--- config.mk ---
export PLATFORM = sky130hd
export DESIGN_NAME = bin2bcd_seq
export DESIGN_NICKNAME = d
export VERILOG_FILES = /design/src/rtl/bin2bcd_pkg.sv /design/src/rtl/bcd_digit_adj.sv /design/src/rtl/bin2bcd_seq.sv
export SDC_FILE = /design/constraint.sdc
export NUM_CORES = 1
export LEC_CHECK = 0
export CORE_MARGIN = 10
export CORE_UTILIZATION = 50
export DETAILED_ROUTE_END_ITERATION = 10
export PLACE_DENSITY = 0.74
export SYNTH_ARGS = -nofsm -noshare
export SYNTH_HDL_FRONTEND = slang
export SYNTH_SLANG_ARGS = --single-unit
--- constraint.sdc ---
create_clock -name clk -period 5.1 [get_ports clk]
set_input_delay 0.51 -clock clk [delete_from_list [all_inputs] [get_ports clk]]
set_output_delay 0.51 -clock clk [all_outputs]
set_load 0.02 [all_outputs]
--- src/rtl/bin2bcd_pkg.sv ---
// bin2bcd_pkg: shared types and helpers for the sequential binary-to-BCD converter
package bin2bcd_pkg;
   typedef enum logic [1:0] {IDLE, SHIFT, DONE} state_t;
   localparam logic [3:0] BCD_ADJ_THRESH = 4'd5;
   // ceil(w * log10(2)) in fixed point; log10(2) ~ 0.30103
   function automatic int digits_for_width(input int w);
      return (w * 30103 + 99999) / 100000;
   endfunction
endpackage

--- src/rtl/bcd_digit_adj.sv ---
// bcd_digit_adj: double-dabble correction, adds 3 to a BCD digit of 5 or more
module bcd_digit_adj
   import bin2bcd_pkg::*;
(
   input  logic [3:0] d_i,
   output logic [3:0] d_o
);
   assign d_o = (d_i >= BCD_ADJ_THRESH) ? d_i + 4'd3 : d_i;
endmodule

--- src/rtl/bin2bcd_seq.sv ---
// bin2bcd_seq: iterative double-dabble binary-to-BCD converter, one input bit per clock
module bin2bcd_seq
   import bin2bcd_pkg::*;
#(
   parameter int WIDTH  = 32,
   parameter int DIGITS = 10
) (
   input  logic                clk,
   input  logic                rst,
   input  logic                start_i,
   input  logic [WIDTH-1:0]    value_i,
   output logic                ready_o,
   output logic                busy_o,
   output logic                done_o,
   output logic [4*DIGITS-1:0] bcd_o,
   output logic                overflow_o
);
   localparam int CW = (WIDTH > 1) ? $clog2(WIDTH) : 1;
   localparam int BW = 4 * DIGITS;
   if (DIGITS < 1) begin : g_bad_digits
      $error("bin2bcd_seq: DIGITS must be >= 1");
   end
   state_t            state_q, state_d;
   logic [CW-1:0]     cnt_q, cnt_d;
   logic [WIDTH-1:0]  sr_q, sr_d;
   logic [BW-1:0]     wb_q, wb_d;
   logic              sov_q, sov_d;
   logic [BW-1:0]     bcd_q, bcd_d;
   logic              ovf_q, ovf_d;
   logic [BW-1:0]     adj;
   logic [BW:0]       sh;
   for (genvar g = 0; g < DIGITS; g++) begin : g_adj
      bcd_digit_adj u_adj (.d_i(wb_q[4*g +: 4]), .d_o(adj[4*g +: 4]));
   end
   // top bit of sh is the carry leaving the highest digit
   assign sh = {adj, sr_q[WIDTH-1]};
   always_comb begin
      state_d = state_q;
      cnt_d   = cnt_q;
      sr_d    = sr_q;
      wb_d    = wb_q;
      sov_d   = sov_q;
      bcd_d   = bcd_q;
      ovf_d   = ovf_q;
      if (state_q != SHIFT && start_i) begin
         state_d = SHIFT;
         sr_d    = value_i;
         wb_d    = '0;
         sov_d   = 1'b0;
         cnt_d   = '0;
      end else if (state_q == DONE) begin
         state_d = IDLE;
      end else if (state_q == SHIFT) begin
         sr_d  = sr_q << 1;
         wb_d  = sh[BW-1:0];
         sov_d = sov_q | sh[BW];
         cnt_d = cnt_q + 1'b1;
         if (cnt_q == CW'(WIDTH - 1)) begin
            state_d = DONE;
            bcd_d   = sh[BW-1:0];
            ovf_d   = sov_q | sh[BW];
         end
      end
   end
   always_ff @(posedge clk or posedge rst) begin
      if (rst) begin
         state_q <= IDLE;
         cnt_q   <= '0;
         sr_q    <= '0;
         wb_q    <= '0;
         sov_q   <= 1'b0;
         bcd_q   <= '0;
         ovf_q   <= 1'b0;
      end else begin
         state_q <= state_d;
         cnt_q   <= cnt_d;
         sr_q    <= sr_d;
         wb_q    <= wb_d;
         sov_q   <= sov_d;
         bcd_q   <= bcd_d;
         ovf_q   <= ovf_d;
      end
   end
   assign ready_o    = state_q != SHIFT;
   assign busy_o     = state_q == SHIFT;
   assign done_o     = state_q == DONE;
   assign bcd_o      = bcd_q;
   assign overflow_o = ovf_q;
endmodule

==> results of run 1 <==
## worst register-to-register path: cells and delay by family, from the launching register on
| kind | cells | cell delay [ns] |
|---|---|---|
| AO/OA/AOI/OAI | 1 | 0.17 |
| buffers and inverters | 2 | 0.84 |
| flip-flops | 1 | 0.40 |
| adder cells (fa/ha/maj) | 1 | 0.26 |
| AND/OR/NAND/NOR | 3 | 0.97 |
## registers in the layout, summed over array words and instances, names as in the netlist
name        flops
sr_q           32
sov_q           1
cnt_q           5
state_q         2
wb_q           40
bcd_o          40
overflow_o      1
## path summary, 6_finish.rpt
path                             end  slack, ns  depth (start not counted)
min in group asynchronous   sr_q[23]       0.62                          2
min                        bcd_o[37]       0.47                          2
max in group asynchronous   wb_q[24]       3.27                          3
max                         wb_q[23]       2.39                          7
max reg2reg                 wb_q[23]       2.39                          7
min reg2reg                bcd_o[37]       0.47                          2
## power by group
group | internal [W] | total, W | switching [W]
clock network | 0.000771 | 0.00118 | 0.000407
registers | 0.00139 | 0.00172 | 0.000331
logic | 0.000990 | 0.00227 | 0.00128
total | 0.00315 | 0.00517 | 0.00202
## layer usage
layer	up-vias	wire [um]	track usage, %
met4	0	132	4.69
li1	2074	-	-
met3	14	787	6.29
met2	137	5630	24.0
met1	2019	5520	18.9
met5	-	0	0
## logic make-up (layout without fill, tap and decap cells)
family,after synthesis,count (layout)
flops,121,121
buf+inv,53,138
fa+ha+maj,24,24
compound gates,146,146
xor+xnor,10,10
mux,27,27
simple gates,174,174
## placed cells by master (no fill, tap or decap), types with 19 or more instances in the layout
master / n
a21oi_1: 33
dfrtp_1: 121
a22oi_1: 31
mux2_2: 19
nor3b_1: 20
inv_1: 24
nand2_1: 113
ha_1: 24
a22o_1: 20
clkdlybuf4s50_1: 78
o21ai_0: 60
## through the flow
step | util, % | instances | power (W)
after global routing | 64.7 | 780 | 0.00558
after floorplan | - | 555 | 0.00336
after detailed placement | 59.4 | 750 | 0.00400
after global placement | 59.4 | 750 | 0.00388
final | 64.7 | 780 | 0.00517
after CTS | 64.7 | 780 | 0.00522
## synth_stat cells (11+ instances only)
cell,instances,share of area [%]
nand2b_1,11,1.2
clkbuf_1,11,0.73
nand2_1,113,7.5
a21oi_1,33,2.9
mux2_2,19,3.8
dfrtp_1,121,54
inv_1,25,1.7
a22oi_1,31,4.1
a22o_1,20,3.1
o21ai_0,60,5.3
nand3_1,12,1.1
ha_1,24,5.3
nor3b_1,20,2.7
## layout make-up
class	instances	area (um2)	area share, %
flip-flops and latches	121	3030	42.8
multi-input cells	381	2380	33.7
repair buffers	83	818	11.6
clock buffers	21	450	6.37
well taps	140	175	2.48
clock inverters	9	125	1.77
inverters	25	96.3	1.36
==> metrics, run 1 <==
vias in the first global route 4286; Syn. warnings 0; slew margin rel. around a third; Layout area overhead 25.2%; PwrDens around 730 mW/mm2; core area 0.0109 mm2; Final Hold Violating Endpoints 0; CTS max path bufs 2; Vias/cell 5.44; die area 0.0160 mm2; Hold Crit Class flip-flop to flip-flop; Synthesized Nets 614; Compound-Gate Fraction of Synth Area 15.7%; CP delay by family, top simple AND/OR/NAND/NOR gates; Yosys reg bits about 120; postcts setup bufs 0; GRT Total Usage ~15%; Routed WL per cell 15.5 um; GPL Wtd Cong 0.851; htree depth 4; row count 38; multiplexer area fraction after synthesis about 5.2%; io pins 79; slowest cell delay on critical path around 0.73 ns; Setup Skew 0.00608 ns; layout cells sized above 1 8.75%; CP Capture Type flip-flop; Slew Limit Fails 0; wirelength, routed 12.1 mm; dpl ws 2.29 ns; number of port buffers 78; Detail Route Antenna Nets 0; status finished clean; clock root buffer clkbuf_16; Worst path slowest cell nor2_4; hold-fix buffers at CTS 0; most used cell, CP buf_4; post-synth cell types 29; ys flop type dfrtp_1; Resized Gates After CTS 0; drc violations 0; largest family of logic cells by synthesized area compound AO/OA/AOI/OAI gates; fmax 369 MHz; fillcell total 900; worst endpoint required time 5.44 ns; setup TNS 0 ns; Mapped Avg Cell Area around 10 um2; Setup violations, final 0; post-synthesis cell count 555; worst path bufs/invs 2; first-pass GRT wire length 20.3 mm; post-route cell area around 0.007 mm2; CTS tree built; worst setup margin 2.39 ns; crit-path cells ha_1 > nor2b_4 > buf_4 > nor2_4 > buf_4 > o21ai_0 > nand2_1; fraction of registers with async set/reset 100%; Reg-to-Reg Start state_q[0]; Inserted Clock Buffers 17; CP startpoint state_q[0]; post-synthesis adder-cell area fraction 5.32%; CP Max Fanout between 60 and 70; EDFF count, synth 0; Final min period 2.71 ns; sequential share of the synthesized area 53.6%; die height 126 um; Die Span X 126 um; ANT cells 0; leakage between 3 and 4 nW; cell area after synthesis 0.00565 mm2; Initial Utilization 51.7%; Max Cap Viol 0; Arrival @ worst endpoint 3.05 ns; Peak VDD IR 0.394 mV; Final period util approximately 53%; Tightest Pin Transition 0.975 ns; largest net degree at the start of global routing 67; Synth Area in Simple Gates 14.3%; Startpoint Class flip-flop; drt pass-1 iters 5; RSZ-0062 raised after global routing false; CTS clock-pin slew for the worst setup and hold paths 0.05 ns; worst hold margin ~0.47 ns; Critical Setup Path Class flip-flop to flip-flop; hold path startpoint bcd_o[37]; nets between 600 and 700; number of antenna violations at the first check in global routing 0; vias 4244; Post-Synth XOR/XNOR Area around 1.6%; clock sink count roughly 120; Clock Latency Late Sink around 0.41 ns; initial DRC count 333; area post-placement roughly 0.0065 mm2; Overflow after GRT 0; Post-DP HPWL approximately 7.9 mm
No activity file was read; power rests on OpenSTA's default activity.
==> run 2, diff against run 1 <==
Clock period 5.1 ns to 2.5 ns, I/O delays scaled along.
==> run 2 against run 1 <==
Compared with the run above: combinational power up 110%; total power up 110%; sequential share of layout area down 0.70 points; worst setup slack worse by 2.1 ns; global-route usage up 0.53 points; clock-buffer cell count up 1; largest cell class unchanged.
==> metrics, run 2 (synthesis results as in run 1) <==
Slew Limit Fails 0 (unchanged); fillcell total 850 (was 900); wirelength, routed 12.8 mm (was 12.1 mm); Register-to-Register Setup Slack 0.32 ns (was 2.39 ns); die area 0.0160 mm2 (unchanged); CTS clock-pin slew for the worst setup and hold paths 0.05 ns (about the same); CP Max Fanout 63 (was 65); status finished clean (unchanged); slew margin rel. 19.6% (was 35.0%); fmax 460 MHz (was 369 MHz); ANT cells 0 (unchanged); Final Hold Violating Endpoints 0 (unchanged); Net Sw Power 0.00424 W (was 0.00202 W); leakage 3.32 nW (was 3.28 nW); layout cells sized above 1 10.3% (was 8.75%); Detail Route Antenna Nets 0 (unchanged); most common cell after layout, fill and taps aside dfrtp_1 (unchanged); Flop pwr share 32.7% (was 33.3%); Hold Crit Class input pin to async pin (was flip-flop to flip-flop); Setup Skew 0.00657 ns (was 0.00608 ns); Critical Setup Path Class flip-flop to flip-flop (unchanged); Setup violations, final 0 (unchanged); clock power share 22.9% (was 22.8%); Max Cap Viol 0 (unchanged); CTS max path bufs 2 (unchanged); CTS tree built (unchanged); clock sink count 121 (unchanged); nets 694 (was 688); Arrival @ worst endpoint 2.45 ns (was 3.05 ns); Resized Gates After CTS 0 (unchanged); GPL Wtd Cong 0.812 (was 0.851); Startpoint Class flip-flop (unchanged); GRT Total Usage 15.8% (was 15.3%); Post-DP HPWL 8.38 mm (was 7.88 mm); row count 38 (unchanged); Final min period 2.18 ns (was 2.71 ns); Sw Ratio 39.6% (was 39.0%); postcts setup bufs 0 (unchanged); Layout area overhead 27.3% (was 25.2%); area post-placement 0.00658 mm2 (was 0.00650 mm2); number of port buffers 78 (unchanged); htree depth 4 (unchanged); Die Span X 126 um (unchanged); largest net degree at the start of global routing 64 (was 67); RSZ-0062 raised after global routing false (unchanged); Vias/cell 5.53 (was 5.44); drt pass-1 iters 5 (unchanged); core area 0.0109 mm2 (unchanged); Clock Latency Late Sink 0.40 ns (was 0.41 ns); first-pass GRT wire length 21.4 mm (was 20.3 mm); Comb power frac 44.4% (was 43.9%); hold-fix buffers at CTS 0 (unchanged); vias 4356 (was 4244); initial DRC count 316 (was 333); setup TNS 0 ns (unchanged); Tightest Pin Transition 1.20 ns (was 0.975 ns); Inserted Clock Buffers 17 (unchanged); Routed WL per cell 16.2 um (was 15.5 um); CP Capture Type flip-flop (unchanged); die height 126 um (unchanged); vias in the first global route 4466 (was 4286); P_int 0.00648 W (was 0.00315 W); clock root buffer clkbuf_16 (unchanged); worst endpoint required time 2.78 ns (was 5.44 ns); commonest cells after routing, fill and taps aside dfrtp_1 (121), nand2_1 (113), clkdlybuf4s50_1 (78) (unchanged); Peak VDD IR 0.899 mV (was 0.394 mV); PwrDens 1490 mW/mm2 (was 731 mW/mm2); drc violations 0 (unchanged); number of antenna violations at the first check in global routing 0 (unchanged); Overflow after GRT 0 (unchanged); io pins 79 (unchanged); Final period util 87.0% (was 53.2%); post-route cell area 0.00719 mm2 (was 0.00707 mm2); Initial Utilization 51.7% (unchanged)
## run 2: cell count changes in the layout (fill, tap and decap cells not counted), sizes merged
cell | previous run | this run
buf | 5 | 10
bufinv | 3 | 2
clkbuf | 21 | 22
clkinv | 4 | 3
clkinvlp | 2 | 6
inv | 25 | 24
nor2 | 3 | 4
## run 2: layer usage
layer | vias up | track usage, % | wire length (um)
met5 | - | 0 | 0
met4 | 0 | 5.16 | 183
met3 | 17 | 5.87 | 910
met2 | 112 | 25.7 | 6160
met1 | 2133 | 19.1 | 5500
li1 | 2094 | - | -
## run 2: area by class of cell
| class | instances | area (um2) | area share [%] |
|---|---|---|---|
| multi-input cells | 382 | 2390 | 33.2 |
| inverters | 25 | 97.6 | 1.36 |
| clock inverters | 10 | 116 | 1.62 |
| well taps | 140 | 175 | 2.44 |
| repair buffers | 88 | 893 | 12.4 |
| flip-flops and latches | 121 | 3030 | 42.1 |
| clock buffers | 22 | 494 | 6.87 |
## run 2: power by group through the flow
stage,clock (W),sequential (W),combinational [W]
3_5_place_dp,0,0.00351,0.00472
3_3_place_gp,0,0.00346,0.00451
5_1_grt,0.00260,0.00363,0.00533
2_1_floorplan,0,0.00363,0.00323
4_1_cts,0.00250,0.00350,0.00477
6_report,0.00246,0.00351,0.00476
## run 2: worst paths after layout
check	depth (start not counted)	start	to
setup / recovery	7	state_q[1]	cnt_q[3]
hold / removal	2	rst	wb_q[37]
setup reg to reg	7	state_q[1]	cnt_q[3]
hold reg to reg	2	bcd_o[20]	bcd_o[20]
max in group asynchronous	3	rst	wb_q[19]
min in group clk	3	value_i[22]	sr_q[22]
## run 2: per-stage QoR
stage	hold WS, ns	setup slack [ns]	total power, W	instances	util (%)
after floorplan	0.378	0.728	0.00686	555	-
after global placement	0.459	0.125	0.00797	755	60.1
after detailed placement	0.468	0.100	0.00823	755	60.1
after CTS	0.229	0.109	0.0108	787	65.7
after global routing	0.254	0.147	0.0116	788	65.8
final	0.223	0.325	0.0107	788	65.8
## run 2: worst max-delay path, stage by stage, from the launching register on
cell and delay [ns]:
dfrtp_1 0.39, inv_1 0.06, ha_1 0.24, nor2b_4 0.29, buf_4 0.59, nand4_1 0.23, nand3_1 0.13, o21ai_0 0.08
==> run 3, diff against run 2 <==
Settings changed: CTS_BUF_LIST set to sky130_fd_sc_hd__clkbuf_4, SLEW_MARGIN set to 30.
==> run 3 against run 2 <==
Compared with the run above: critical path depth shrank 4; register-to-register slack improved by 0.06 ns; via count shrank 1.8%; core utilization down 2.9 points; routed wire length is 5.8% lower; total power shrank 11%; first-iteration DRC count down 23%; clock skew grew 0.014 ns; non-clock buffer count is 1 higher; sequential cell count unchanged; largest cell class unchanged.
==> metrics, run 3 (synthesis results as in run 1) <==
status finished clean (unchanged); Post-DP HPWL 8.46 mm (was 8.38 mm); die area 0.0160 mm2 (unchanged); drt pass-1 iters 5 (unchanged); commonest cells after routing, fill and taps aside dfrtp_1 (121), nand2_1 (113), clkdlybuf4s50_1 (78) (unchanged); die height 126 um (unchanged); Tightest Pin Transition 0.688 ns (was 1.20 ns); Routed WL per cell 15.2 um (was 16.2 um); Vias/cell 5.43 (was 5.53); setup TNS 0 ns (unchanged); register area 0.00303 mm2 (unchanged); worst endpoint required time 2.25 ns (was 2.78 ns); core area 0.0109 mm2 (unchanged); Reg-to-Reg Start state_q[1] (unchanged); Final min period 2.17 ns (was 2.18 ns); Slew Limit Fails 0 (unchanged); htree depth 4 (unchanged); Peak VDD IR 0.812 mV (was 0.899 mV); Startpoint Class flip-flop (unchanged); CTS tree built (unchanged); GRT Total Usage 15.2% (was 15.8%); Final Hold Violating Endpoints 0 (unchanged); Die Span X 126 um (unchanged); leakage 3.19 nW (was 3.32 nW); CP startpoint state_q[0] (was state_q[1]); row count 38 (unchanged); layout cells sized above 1 10.3% (unchanged); wirelength, routed 12.0 mm (was 12.8 mm); clock sink count 121 (unchanged); GPL Wtd Cong 0.812 (unchanged); fmax 462 MHz (was 460 MHz); Final period util 86.7% (was 87.0%); CTS clock-pin slew for the worst setup and hold paths 0.12 ns (was 0.05 ns); CP Max Fanout 5 (was 63); Detail Route Antenna Nets 0 (unchanged); Power, Total 0.00953 W (was 0.0107 W); ANT cells 0 (unchanged); CP Capture Type primary output (was flip-flop); Initial Utilization 51.7% (unchanged); Resized Gates After CTS 0 (unchanged); Max Cap Viol 0 (unchanged); most common cell after layout, fill and taps aside dfrtp_1 (unchanged); vias in the first global route 4307 (was 4466); clock root buffer clkbuf_4 (was clkbuf_16); Layout area overhead 21.7% (was 27.3%); Overflow after GRT 0 (unchanged); io pins 79 (unchanged); number of antenna violations at the first check in global routing 0 (unchanged); PwrDens 1390 mW/mm2 (was 1490 mW/mm2); number of port buffers 78 (unchanged); Inserted Clock Buffers 17 (unchanged); Arrival @ worst endpoint 1.92 ns (was 2.45 ns); Clock Latency Late Sink 0.52 ns (was 0.40 ns); CTS max path bufs 2 (unchanged); vias 4277 (was 4356); slew margin rel. 54.2% (was 19.6%); RSZ-0062 raised after global routing false (unchanged); drc violations 0 (unchanged); area post-placement 0.00660 mm2 (was 0.00658 mm2); post-route cell area 0.00687 mm2 (was 0.00719 mm2); Hold Crit Class input pin to async pin (unchanged); hold-fix buffers at CTS 0 (unchanged); Setup violations, final 0 (unchanged); first-pass GRT wire length 20.4 mm (was 21.4 mm); postcts setup bufs 0 (unchanged); largest net degree at the start of global routing 64 (unchanged); nets 694 (unchanged); initial DRC count 244 (was 316); Critical Setup Path Class flip-flop to primary output (was flip-flop to flip-flop); Multi-input gate area 0.00238 mm2 (was 0.00239 mm2); fillcell total 942 (was 850); Setup Skew 0.0202 ns (was 0.00657 ns)
run 3: changes by cell type in the layout (fill, tap and decap cells not counted), sizes merged:
| cell | previous run | this run |
|---|---|---|
| buf | 10 | 11 |
| nor2 | 4 | 3 |
| bufinv | 2 | 1 |
| clkinvlp | 6 | 3 |
| inv | 24 | 29 |
| clkbuf | 22 | 17 |
| clkinv | 3 | 7 |
run 3: cell type report:
type | count | area share, %
well taps | 140 | 2.55
inverters | 25 | 1.42
repair buffers | 89 | 13.4
multi-input cells | 381 | 34.6
flip-flops and latches | 121 | 44.1
clock buffers | 17 | 1.86
clock inverters | 15 | 2.08
run 3: through the flow:
step                      hold WS, ns  utilization (%)  setup WS, ns  instances
after floorplan                 0.378                -         0.728        555
after global placement          0.459             60.1         0.125        755
after detailed placement        0.468             60.4         0.404        756
after CTS                      0.0648             62.8         0.265        788
after global routing           0.0789             62.8         0.208        788
final                          0.0965             62.8         0.333        788
run 3: path summary, 6_finish.rpt:
kind                                  end  slack, ns  cells past startpoint
worst max-delay path               done_o       0.33                      3
worst min-delay path            bcd_o[35]        0.1                      2
worst max register to register   cnt_q[3]       0.38                      7
worst min register to register  bcd_o[20]       0.49                      2
max in group asynchronous        wb_q[18]       1.74                      3
min in group clk                 sr_q[22]       0.32                      3
run 3: critical path, cell delays in order (launching register included):
cell and delay (ns):
dfrtp_1 0.41, inv_1 0.06, ha_1 0.26, clkdlybuf4s50_1 0.66
run 3: power by group:
group          switching [W]  leakage (nW)  total, W  internal [W]
Combinational        0.00263          1.49   0.00474       0.00211
Sequential          0.000664          1.56   0.00348       0.00282
Clock               0.000795         0.144   0.00131      0.000511
Total                0.00409          3.19   0.00953       0.00544
run 3: metal layers:
metal,routed length (um),up-vias,track usage [%]
met5,0,-,0
met4,68,0,4.35
met3,798,6,6.21
met2,5860,104,24.6
met1,5280,2073,18.3
li1,-,2094,-
